**src/rtl/matrix_drain_pkg.sv**
```systemverilog
// ----------------------------------------------------------------------------
// matrix_pkg
//   Shared definitions for the 4x4 result drain: drain FSM states, matrix
//   geometry constants and the (row, col) -> linear index helper. The helper
//   is also imported by the testbench.
// ----------------------------------------------------------------------------
package matrix_pkg;

    localparam int N         = 4;
    localparam int NUM_WORDS = N * N;
    localparam int IDX_W     = 4;
    localparam int RC_W      = 2;

    typedef enum logic {
        IDLE   = 1'b0,
        STREAM = 1'b1
    } drain_state_t;

    // Row-major position of element (row, col) in the snapshot buffer.
    function automatic logic [IDX_W-1:0] rc2idx(input logic [RC_W-1:0] row,
                                                 input logic [RC_W-1:0] col);
        return IDX_W'(int'(row) * N + int'(col));
    endfunction

endpackage

```
**src/rtl/matrix_drain_if.sv**
```systemverilog
// ----------------------------------------------------------------------------
// matrix_drain_if
//   Valid/ready result stream leaving the drain.
//   out_data  : streamed word
//   out_valid : data/index/last valid
//   out_ready : consumer accepts when valid && ready
//   out_index : linear index 0..15 of the current word
//   out_last  : high with index 15
//   master = drain side, slave = consumer side.
// ----------------------------------------------------------------------------
interface matrix_drain_if
    import matrix_pkg::*;
#(
    parameter int WIDTH = 32
) ();

    logic [WIDTH-1:0] out_data;
    logic             out_valid;
    logic             out_ready;
    logic [IDX_W-1:0] out_index;
    logic             out_last;

    modport master (
        output out_data,
        output out_valid,
        output out_index,
        output out_last,
        input  out_ready
    );

    modport slave (
        input  out_data,
        input  out_valid,
        input  out_index,
        input  out_last,
        output out_ready
    );

endinterface

```
**src/rtl/matrix_drain_addr.sv**
```systemverilog
// ----------------------------------------------------------------------------
// matrix_drain_addr
//   Combinational map from stream index to snapshot buffer select. The buffer
//   is stored row-major; with MATRIX_DRAIN_TRANSPOSE_EN defined the stream
//   walks it column-major instead.
//   i_idx : linear stream index 0..15
//   o_sel : buffer entry to present
//   Macro: MATRIX_DRAIN_TRANSPOSE_EN (column-major order when defined)
// ----------------------------------------------------------------------------
module matrix_drain_addr
    import matrix_pkg::*;
(
    input  logic [IDX_W-1:0] i_idx,
    output logic [IDX_W-1:0] o_sel
);

    logic [RC_W-1:0] w_hi;
    logic [RC_W-1:0] w_lo;

    assign w_hi = i_idx[IDX_W-1:RC_W];   // k / N
    assign w_lo = i_idx[RC_W-1:0];       // k % N

`ifdef MATRIX_DRAIN_TRANSPOSE_EN
    // row = k % N, col = k / N
    assign o_sel = rc2idx(w_lo, w_hi);
`else
    // row = k / N, col = k % N (identity on the row-major buffer)
    assign o_sel = rc2idx(w_hi, w_lo);
`endif

endmodule

```
**src/rtl/matrix_drain.sv**
```systemverilog
// ----------------------------------------------------------------------------
// matrix_drain
//   Snapshots the 16 aggregator result words on a load pulse and streams them
//   out one per accepted handshake, so the aggregator can start the next tile
//   while the previous one drains.
//   clk, rst   : clock, synchronous active-high reset
//   load       : one-cycle pulse, r11..r44 valid this cycle
//   r11..r44   : result matrix, rRC = row R, column C
//   out_if     : valid/ready stream (data, index, last)
//   busy       : high while streaming
//   overrun    : sticky, a load arrived mid-stream and was dropped
//   Macro: MATRIX_DRAIN_TRANSPOSE_EN selects column-major stream order.
// ----------------------------------------------------------------------------
module matrix_drain
    import matrix_pkg::*;
#(
    parameter int WIDTH = 32
)
(
    input  logic             clk,
    input  logic             rst,
    input  logic             load,
    input  logic [WIDTH-1:0] r11, r12, r13, r14,
    input  logic [WIDTH-1:0] r21, r22, r23, r24,
    input  logic [WIDTH-1:0] r31, r32, r33, r34,
    input  logic [WIDTH-1:0] r41, r42, r43, r44,
    matrix_drain_if.master   out_if,
    output logic             busy,
    output logic             overrun
);

    drain_state_t                    r_state;
    drain_state_t                    w_state_nxt;
    logic [NUM_WORDS-1:0][WIDTH-1:0] r_buf;
    logic [NUM_WORDS-1:0][WIDTH-1:0] w_r_in;
    logic [IDX_W-1:0]                r_idx;
    logic [IDX_W-1:0]                w_sel;
    logic                            w_stream;
    logic                            w_hs;
    logic                            w_at_end;
    logic                            w_take;

    // Entry 0 is r11, entries run row-major up to r44.
    assign w_r_in = {r44, r43, r42, r41,
                     r34, r33, r32, r31,
                     r24, r23, r22, r21,
                     r14, r13, r12, r11};

    assign w_stream = (r_state == STREAM);
    // out_valid is exactly w_stream, so the handshake needs only state+ready.
    assign w_hs     = w_stream && out_if.out_ready;
    assign w_at_end = (r_idx == IDX_W'(NUM_WORDS - 1));
    // A load is taken from IDLE, or back-to-back as the last word is accepted.
    assign w_take   = load && (!w_stream || (w_hs && w_at_end));

    matrix_drain_addr u_addr (
        .i_idx (r_idx),
        .o_sel (w_sel)
    );

    // State register
    always_ff @(posedge clk) begin
        if (rst) r_state <= IDLE;
        else     r_state <= w_state_nxt;
    end

    // Next-state logic
    always_comb begin
        w_state_nxt = r_state;
        case (r_state)
            IDLE:    if (load) w_state_nxt = STREAM;
            STREAM:  if (w_hs && w_at_end && !load) w_state_nxt = IDLE;
            default: w_state_nxt = IDLE;
        endcase
    end

    // Outputs: all derived from registered state/index/buffer.
    always_comb begin
        out_if.out_valid = w_stream;
        out_if.out_index = r_idx;
        out_if.out_last  = w_stream && w_at_end;
        // Gate data so it reads zero out of reset, when the buffer is unknown.
        out_if.out_data  = w_stream ? r_buf[w_sel] : '0;
        busy             = w_stream;
    end

    // Snapshot buffer, no reset needed.
    always_ff @(posedge clk) begin
        if (w_take) r_buf <= w_r_in;
    end

    // Index counter and sticky overrun flag
    always_ff @(posedge clk) begin
        if (rst) begin
            r_idx   <= '0;
            overrun <= 1'b0;
        end else begin
            if (w_take)
                r_idx <= '0;
            else if (w_hs && !w_at_end)
                r_idx <= r_idx + 1'b1;
            else if (w_hs)
                r_idx <= '0;   // tile finished, park at 0 for the next one

            if (load && w_stream && !w_take)
                overrun <= 1'b1;
        end
    end

endmodule

```
**src/flat_wrapper.sv**
```systemverilog
// flat-port wrapper written by rule: the top's interface ports become plain ports
module matrix_drain_flat import matrix_pkg::*;
#(
    parameter int WIDTH = 32
)
  (clk, rst, load, r11, r12, r13, r14, r21, r22, r23, r24, r31, r32, r33, r34, r41, r42, r43, r44, busy, overrun, out_if_out_data, out_if_out_valid, out_if_out_index, out_if_out_last, out_if_out_ready);
  matrix_drain_if #(.WIDTH(WIDTH)) out_if_i ();
  input  logic clk;
  input  logic rst;
  input  logic load;
  input  logic [WIDTH-1:0] r11;
  input  logic [WIDTH-1:0] r12;
  input  logic [WIDTH-1:0] r13;
  input  logic [WIDTH-1:0] r14;
  input  logic [WIDTH-1:0] r21;
  input  logic [WIDTH-1:0] r22;
  input  logic [WIDTH-1:0] r23;
  input  logic [WIDTH-1:0] r24;
  input  logic [WIDTH-1:0] r31;
  input  logic [WIDTH-1:0] r32;
  input  logic [WIDTH-1:0] r33;
  input  logic [WIDTH-1:0] r34;
  input  logic [WIDTH-1:0] r41;
  input  logic [WIDTH-1:0] r42;
  input  logic [WIDTH-1:0] r43;
  input  logic [WIDTH-1:0] r44;
  output logic busy;
  output logic overrun;
  output wire logic [$bits(out_if_i.out_data)-1:0] out_if_out_data;
  output wire logic [$bits(out_if_i.out_valid)-1:0] out_if_out_valid;
  output wire logic [$bits(out_if_i.out_index)-1:0] out_if_out_index;
  output wire logic [$bits(out_if_i.out_last)-1:0] out_if_out_last;
  input wire logic [$bits(out_if_i.out_ready)-1:0] out_if_out_ready;
  assign out_if_out_data = out_if_i.out_data;
  assign out_if_out_valid = out_if_i.out_valid;
  assign out_if_out_index = out_if_i.out_index;
  assign out_if_out_last = out_if_i.out_last;
  assign out_if_i.out_ready = out_if_out_ready;
  matrix_drain #(.WIDTH(WIDTH)) u_core (.clk(clk), .rst(rst), .load(load), .r11(r11), .r12(r12), .r13(r13), .r14(r14), .r21(r21), .r22(r22), .r23(r23), .r24(r24), .r31(r31), .r32(r32), .r33(r33), .r34(r34), .r41(r41), .r42(r42), .r43(r43), .r44(r44), .out_if(out_if_i), .busy(busy), .overrun(overrun));
endmodule
```
**config.mk**
```make
export PLATFORM = sky130hd
export DESIGN_NAME = matrix_drain_flat
export DESIGN_NICKNAME = d
export VERILOG_FILES = /design/src/rtl/matrix_drain_pkg.sv /design/src/rtl/matrix_drain_if.sv /design/src/rtl/matrix_drain_addr.sv /design/src/rtl/matrix_drain.sv /design/src/flat_wrapper.sv
export SDC_FILE = /design/constraint.sdc
export NUM_CORES = 1
export LEC_CHECK = 0
export BUFFER_PORTS_ARGS = -buffer_cell sky130_fd_sc_hd__clkbuf_2
export CAP_MARGIN = 20
export CORE_AREA = 2 2 218 220
export DETAILED_ROUTE_END_ITERATION = 12
export DIE_AREA = 0 0 220 222
export PLACE_DENSITY_LB_ADDON = 0.08
export REMOVE_ABC_BUFFERS = 1
export SLEW_MARGIN = 10
export SYNTH_ARGS = -nofsm -noshare
export SYNTH_HDL_FRONTEND = slang
export SYNTH_SLANG_ARGS = --single-unit
```
**constraint.sdc**
```tcl
create_clock -name clk -period 16.36 [get_ports clk]
set_input_delay 0.818 -clock clk [delete_from_list [all_inputs] [get_ports clk]]
set_output_delay 0.818 -clock clk [all_outputs]
set_load 0.01 [all_outputs]
```
* Yosys cells after proc, flatten, opt, wreduce, memory -nomap -nowiden
Index checks and enable logic that the tools add are counted.
** Cells by class
- Add/sub/neg operators :: 2
- Magnitude comparators :: 1
- Eq/ne operators :: 1
- Mux-type cells :: 8
- Bitwise operators :: 1
- Reduce and logical (&&, ||, !) cells :: 15
** Operator list (number)
- binary-select mux 32 bit (select 4 bit) :: 1
- two-way mux 32 bit :: 2
- logical AND 1 bit :: 8
- two-way mux 4 bit :: 2
- less-than comparator 4 x 5 -> 1 bit (second input constant) :: 1
- adder 4 x 1 -> 4 bit (second input constant) :: 1
- adder 4 x 2 -> 4 bit :: 1
- equality test 4 bit (second input constant) :: 1
- zero test 1 bit :: 4
- two-way mux 1 bit :: 2
- one-hot mux 1 bit (2 select lines) :: 1
- nonzero test 2 bit :: 1
- OR reduction 2 bit :: 1
- logical OR 1 bit :: 1
- inverter 1 bit :: 1
** Storage, ports and cells
- Register bits :: 518
- Input port bits :: 516
- Output and inout bits :: 40
- Word-level logic and storage cells :: 47

* Longest topological paths before layout
Gate-level depths: netlist of the first run.
- Depth after elaboration :: 6
- Gate-level depth with buffers :: 7

* Hierarchy
A second synthesis of the first run with hierarchy kept.
** Second synthesis, totals
- Cell total of the unflattened synthesis :: 1081
- Area total of the unflattened synthesis :: 20236.9 sq um
** By module, submodules not included
- matrix_drain :: instances 1, cells each 1077, area each 20206.9 sq um, seq. area each 15494.9 sq um
- matrix_drain_addr :: instances 1, cells each 4, area each 30.0 sq um, seq. area each 0.0 sq um

* Least setup slack after synthesis of the first run
Ideal clock, no wire load.
- Kind :: input -> register
- Start point :: in out_if_out_ready
- End point :: reg u_core.r_buf[0] in the netlist's numbering (enable)
- Arrival time :: 12.565 ns
- Required time :: 15.420 ns
- Setup slack :: 2.855 ns
- Cell stages on the path :: 3
- Path buffers :: 0
- Path through :: nand4_1 > nand2_1 > and2_1
** Between the ends
- Longest elaborated chain between the ends :: 4
** Ends and longest elaborated chain
- from (decl) :: RTL line flat_wrapper.sv:33 : input wire logic [$bits(out_if_i.out_ready)-1:0] out_if_out_ready;
- logical AND 1 bit :: RTL line matrix_drain.sv:51 : assign w_hs = w_stream && out_if.out_ready;
- logical AND 1 bit :: RTL line matrix_drain.sv:54 : assign w_take = load && (!w_stream || (w_hs && w_at_end));
- logical OR 1 bit :: RTL line matrix_drain.sv:54
- logical AND 1 bit :: RTL line matrix_drain.sv:54
- via u_core.w_take :: RTL line matrix_drain.sv:41 : logic w_take;
- to (signal assigned) :: RTL line matrix_drain.sv:89 : if (w_take) r_buf <= w_r_in;
- to (decl) :: RTL line matrix_drain.sv:34 : logic [NUM_WORDS-1:0][WIDTH-1:0] r_buf;
The timed path passes the listed nets, and every way through them passes these cells.
A chain may end at the register's enable or synchronous reset.

* Worst setup path after layout of the first run
- Start point :: reg u_core.r_idx[0], in the netlist u_core.out_if.out_index[0]
- End point :: reg u_core.r_buf[378] in the netlist's numbering (enable)
** Between the ends
- Longest elaborated chain between the ends :: 4
** Ends and longest elaborated chain
- from (decl) :: RTL line matrix_drain.sv:36 : logic [IDX_W-1:0] r_idx;
- from (signal assigned) :: RTL line matrix_drain.sv:101 : r_idx <= r_idx + 1'b1;
- equality test 4 bit :: RTL line matrix_drain.sv:52 : assign w_at_end = (r_idx == IDX_W'(NUM_WORDS - 1));
- logical AND 1 bit :: RTL line matrix_drain.sv:54
- logical OR 1 bit :: RTL line matrix_drain.sv:54
- logical AND 1 bit :: RTL line matrix_drain.sv:54
- via u_core.w_take :: RTL line matrix_drain.sv:41
The timed path passes the listed nets, and every way through them passes these cells.

==> out/qor.yml, run 1 <==
timing:
  min_period_over_period: 0.325
  setup_viol: 0
  worstMarginPinSlew_ns: 1.09
  finalHoldViolCount: 0
  hold_ws_ns: 0.393
  fin_crit_ns: 5.31
  maxSlewHeadroom: 0.276
  skew_ns: 0.00959
  drv_slew: 0
  max_freq_ghz: 0.188
  rsz0062_at_grt: "no"
setup_path:
  startpoint_type: "flip-flop"
  rr_startpoint: "u_core.out_if.out_index[0]$_SDFFE_PP0P_"
  r2r-end: "u_core.r_buf[378]$_DFFE_PP_"
  crit_path_end_kind: "flip-flop"
  worstPathArrival_ns: 5.53
  crit_start: "u_core.out_if.out_index[0]$_SDFFE_PP0P_"
  cp_max_fo: 160
  critPathKind: "reg -> reg"
  ff2ff_path_depth: 7
  ff2ff_setup_slack_ns: 11.05
  required_ns: 16.58
route:
  avgRoutedWirePerCell_um: 24.9
  drc: 0
  firstDrtPassIters: 5
  first_iter_violations: 848
  drt-total-wl_um: 54700
  num_vias: 11300
  antenna_left: 0
  via_per_inst: 5.17
power:
  leakage_nw: 9.16
  p_int_mw: 2.29
  pwr-share-comb: 0.057
  ir_drop_v: 0.0000953
  seqPwrFrac: 0.544
  p_switching_uw: 596
  powerDensity_nw_per_um2: 116
  p_sw_frac: 0.207
  clockPowerShare: 0.399
yosys:
  synth_top_area_frac: 0.779
  syn_inst: 965
  yosysWarnings: 0
  avgSynthCellArea_um2: 20.5
  netlist_top_cells_area: "edfxtp_1, mux4_2, mux2i_1"
  netlist_area_um2: 19700
  ys_seq_area_frac: 0.785
  ys_seq_elements: 518
  yosys.area.top_type: "edfxtp_1"
  synth.distinct_cells: 29
global_route:
  use_met1: 0.259
  met2_usage: 0.380
  top_usage_layer: "met2"
  grt_pass1_vias: 12100
  grt_antenna_before_repair: 24
  use_met3: 0.0700
  overflow: 0
  grt_pass1_wl_um: 77100
  grtUsageTotal: 0.220
  grt_max_degree: 161
floorplanning:
  initial_core_util: 0.427
  die_w_um: 220
  fp.coreArea_um2: 46300
  num_io_pins: 556
  die_y_um: 222
  num_rows: 79
  die_area_um2: 48800
hold_path:
  hp-class: "in -> reg"
  hold_path_end: "u_core.r_buf[97]$_DFFE_PP_"
  hp-start: "r14[1]"
  min_path_cells: 1
layout:
  layout.nets: 2054
  drive_gt1_frac: 0.454
  area_growth_pct: 25.8
  final_core_util: 0.537
cts:
  clk_pin_slew_ns: 0.06
  cts_buffers: 55
  cts_tree: "yes"
  cts_hold_buffers: 0
  cts_resized: 0
  clock_path_buffers: 3
  post_cts_buffers: 0
  cts_sinks: 518
  htree_levels: 2
  clock_latency_ns: 0.60
  cts_root_buf: "clkbuf_16"
status:
  status: "completed"
run:
  cap_viol_max_count: 0
placed_design:
  routabilityCongestion: 0.819
  numPortBuffers: 555
  hpwl_um: 38600
## logic make-up (layout without fill, tap and decap cells)
| family | Yosys count | count (layout) | share of synthesized area |
|---|---|---|---|
| compound gates | 135 | 135 | 0.0468 |
| flops | 518 | 518 | 0.785 |
| xor+xnor | 1 | 1 | 0.000444 |
| simple gates | 59 | 59 | 0.0129 |
| mux | 192 | 192 | 0.138 |
| fa+ha+maj | 1 | 1 | 0.000634 |
| other cells | 0 | 14 | 0 |
| buf+inv | 59 | 668 | 0.0164 |
## power by group through the flow
stage	Sequential [mW]	Clock (mW)	Combinational, mW
2_1_floorplan	1.63	0	0.0731
6_report	1.57	1.15	0.165
5_1_grt	1.57	1.23	0.180
3_5_place_dp	1.60	0	0.166
4_1_cts	1.57	1.18	0.167
3_3_place_gp	1.59	0	0.162
## flip-flops by register name, indices dropped and copies added, names as in the netlist
register and count:
u_core.overrun 1, u_core.out_if.out_index 4, u_core.busy 1, u_core.r_buf 512
## Yosys cell counts
| library cell | instances |
|---|---|
| edfxtp_1 | 512 |
| mux2i_1 | 128 |
| a22oi_1 | 93 |
| mux4_2 | 64 |
| nand2_1 | 37 |
| o21ai_1 | 33 |
| buf_2 | 19 |
| clkbuf_1 | 17 |
| buf_4 | 11 |
| nor2_1 | 7 |
| dfxtp_1 | 6 |
| buf_1 | 5 |
| buf_6 | 5 |
| a21oi_1 | 4 |
| and2_1 | 3 |
| nor2b_1 | 3 |
| a221oi_1 | 2 |
| inv_1 | 2 |
| nand3_1 | 2 |
| nand4_1 | 2 |
| nor3_1 | 2 |
| a21o_1 | 1 |
| a31oi_1 | 1 |
| a41oi_1 | 1 |
| and3_1 | 1 |
| ha_1 | 1 |
| nand2b_1 | 1 |
| nor3b_1 | 1 |
| xor2_1 | 1 |
## critical path, cell delays in order (launching register included)
cell,delay [ns]
dfxtp_4,0.83
ha_1,0.35
nand4_1,0.19
nand2_1,0.16
and2_4,0.77
buf_12,0.70
buf_4,0.88
buf_4,0.84
## worst max-delay path by stage
stage	end	slack, ns	cells past startpoint
detailed placement	u_core.r_buf[503]$_DFFE_PP_	11.02	7
floorplan	u_core.r_buf[0]$_DFFE_PP_	-1.70	4
global route	u_core.r_buf[282]$_DFFE_PP_	10.61	7
global placement	u_core.r_buf[137]$_DFFE_PP_	11.14	7
finish	u_core.r_buf[378]$_DFFE_PP_	11.05	7
CTS	u_core.r_buf[488]$_DFFE_PP_	11.02	7
## placed cells by master (no fill, tap or decap), types with 3 or more instances in the layout
cell / count
inv_6: 3
a22oi_1: 93
bufinv_16: 3
clkbuf_1: 18
o21ai_1: 33
clkbuf_16: 55
a21oi_1: 4
clkinv_2: 5
edfxtp_1: 512
nand2_1: 37
dfxtp_4: 3
mux4_2: 64
clkbuf_2: 555
diode_2: 14
clkinv_1: 9
buf_4: 15
dfxtp_1: 3
mux2i_1: 128
nor2_1: 5
## through the flow
stage	power, mW	worst slack, ns	area (um2)	TNS [ns]	cells
global route	2.99	10.61	24800	0	2192
global placement	1.76	11.14	23100	0	2086
CTS	2.92	11.02	24800	0	2180
finish	2.88	11.05	24800	0	2195
floorplan	1.71	-1.70	19400	-871.87	908
detailed placement	1.76	11.02	23100	0	2086
## metal layers
| metal | wire, um | vias up |
|---|---|---|
| met5 | 149 | - |
| met4 | 1310 | 24 |
| met3 | 4730 | 100 |
| met2 | 28200 | 423 |
| met1 | 20300 | 5659 |
| li1 | - | 5138 |
## area by class of cell
type	count	area, um2
Sequential cell	518	15500
Inverter	2	7.51
Fill cell	3852	21400
Timing Repair Buffer	572	2940
Antenna cell	14	35.0
Clock buffer	73	1440
Clock inverter	21	183
Multi-Input combinational cell	388	3960
Tap cell	607	759
(Power assumes the default switching activity.)
==> inputs of run 2 (changes only) <==
clock period = 5.05 ns   (was 16.36 ns; I/O delays follow)
==> out/qor.yml, run 2 <==
status:
  status: "stopped before the end"
  failing_step: "clock tree synthesis"
  error_line: "[ERROR RSZ-0060] Max buffer count reached."
yosys:
  synth.distinct_cells: 29  # unchanged
  netlist_area_um2: 19700  # unchanged
  yosysWarnings: 0  # unchanged
  synth_top_area_frac: 0.779  # unchanged
  synth.most_common_cell: "edfxtp_1"
  ys.flop_type: "edfxtp_1"
  ys_seq_area_frac: 0.785  # unchanged
  syn_inst: 965  # unchanged
  synth_top_cells_by_count: "edfxtp_1, mux2i_1, a22oi_1"
  avgSynthCellArea_um2: 20.5  # unchanged
  ys_seq_elements: 518  # unchanged
  netlist_top_cells_area: "edfxtp_1, mux4_2, mux2i_1"
  synth_edf_count: 512  # unchanged
  async_reset_ff_frac: 0  # unchanged
  yosys.area.top_type: "edfxtp_1"
floorplanning:
  initial_core_util: 0.427  # unchanged
  num_rows: 79  # unchanged
  die_w_um: 220  # unchanged
  num_io_pins: 556  # unchanged
  die_y_um: 222  # unchanged
cts:
  post_cts_buffers: 0  # unchanged
  cts_sinks: 518  # unchanged
  cts_hold_buffers: 440  # +440
  clock_path_buffers: 3  # unchanged
  cts_resized: 0  # unchanged
  cts_buffers: 55  # unchanged
  htree_levels: 2  # unchanged
  cts_root_buf: "clkbuf_16"
placed_design:
  hpwl_um: 39100  # +1.4%
  place_inst: 2094  # +0.38%
  routabilityCongestion: 0.805  # -1.7%
  numPortBuffers: 555  # unchanged
[run 2: cells by family after synthesis]
| family | synth area share |
|---|---|
| compound gates | 0.0468 |
| buf+inv | 0.0164 |
| mux | 0.138 |
| simple gates | 0.0129 |
| xor+xnor | 0.000444 |
| fa+ha+maj | 0.000634 |
| flops | 0.785 |
[run 2: per-stage QoR]
| step | cell area (um2) | setup TNS [ns] | setup slack [ns] | util |
|---|---|---|---|---|
| after detailed placement | 23300 | 0 | 2.00 | 0.503 |
| after global placement | 23300 | 0 | 2.02 | 0.503 |
| after floorplan | 19400 | -6735.32 | -13.01 | - |
==> inputs of run 3 (changes only) <==
CORE_AREA = default   (was 2 2 218 220)
CORE_MARGIN = 2   (was default)
CORE_UTILIZATION = 36   (was default)
DIE_AREA = default   (was 0 0 220 222)
PLACE_DENSITY_LB_ADDON = 0.15   (was 0.08)
==> out/qor.yml, run 3 <==
status:
  status: "stopped before the end"
  failing_step: "clock tree synthesis"
  error_line: "[ERROR RSZ-0060] Max buffer count reached."
cts:
  cts_root_buf: "clkbuf_16"
  clock_path_buffers: 3  # unchanged
  htree_levels: 2  # unchanged
  cts_sinks: 518  # unchanged
  cts_hold_buffers: 458  # +4.1%
  post_cts_buffers: 0  # unchanged
  cts_resized: 0  # unchanged
  cts_buffers: 55  # unchanged
yosys:
  synthMuxAreaShare: 0.138  # unchanged
  yosys.area.top_type: "edfxtp_1"
  ys.flop_type: "edfxtp_1"
  yosysWarnings: 0  # unchanged
  synth_top_family_by_area: "multiplexers"
  netlist_area_um2: 19700  # unchanged
  synth_top_cells_by_count: "edfxtp_1, mux2i_1, a22oi_1"
  synth.most_common_cell: "edfxtp_1"
  synth_top_area_frac: 0.779  # unchanged
  synth_edf_count: 512  # unchanged
  synth-simple-area-share: 0.0129  # unchanged
  avgSynthCellArea_um2: 20.5  # unchanged
  synth-compound-area-share: 0.0468  # unchanged
  synth.distinct_cells: 29  # unchanged
  syn_inst: 965  # unchanged
  ys_seq_elements: 518  # unchanged
  yosys.area_share.xor_xnor: 0.000444  # unchanged
  netlist_top_cells_area: "edfxtp_1, mux4_2, mux2i_1"
  async_reset_ff_frac: 0  # unchanged
  synth_fa_ha_area_frac: 0.000634  # unchanged
  ys_seq_area_frac: 0.785  # unchanged
placed_design:
  routabilityCongestion: 0.792  # -1.6%
  hpwl_um: 40100  # +2.4%
  numPortBuffers: 555  # unchanged
  place_inst: 2186  # +4.4%
floorplanning:
  initial_core_util: 0.365  # -0.0614
  num_rows: 85  # +7.6%
  die_w_um: 238  # +8.3%
  num_io_pins: 556  # unchanged
  die_y_um: 238  # +7.3%
-- run 3: cells by family after synthesis --
logic type / Yosys count
AND/OR/NAND/NOR: 59
AO/OA/AOI/OAI: 135
XOR/XNOR: 1
multiplexers: 192
flip-flops: 518
buffers and inverters: 59
adder cells (fa/ha/maj): 1
-- run 3: stage by stage --
step                      hold slack, ns  area (um2)  setup slack [ns]
after floorplan                    0.325       19400            -13.01
after global placement             0.429       23400              2.10
after detailed placement           0.431       23400              2.06
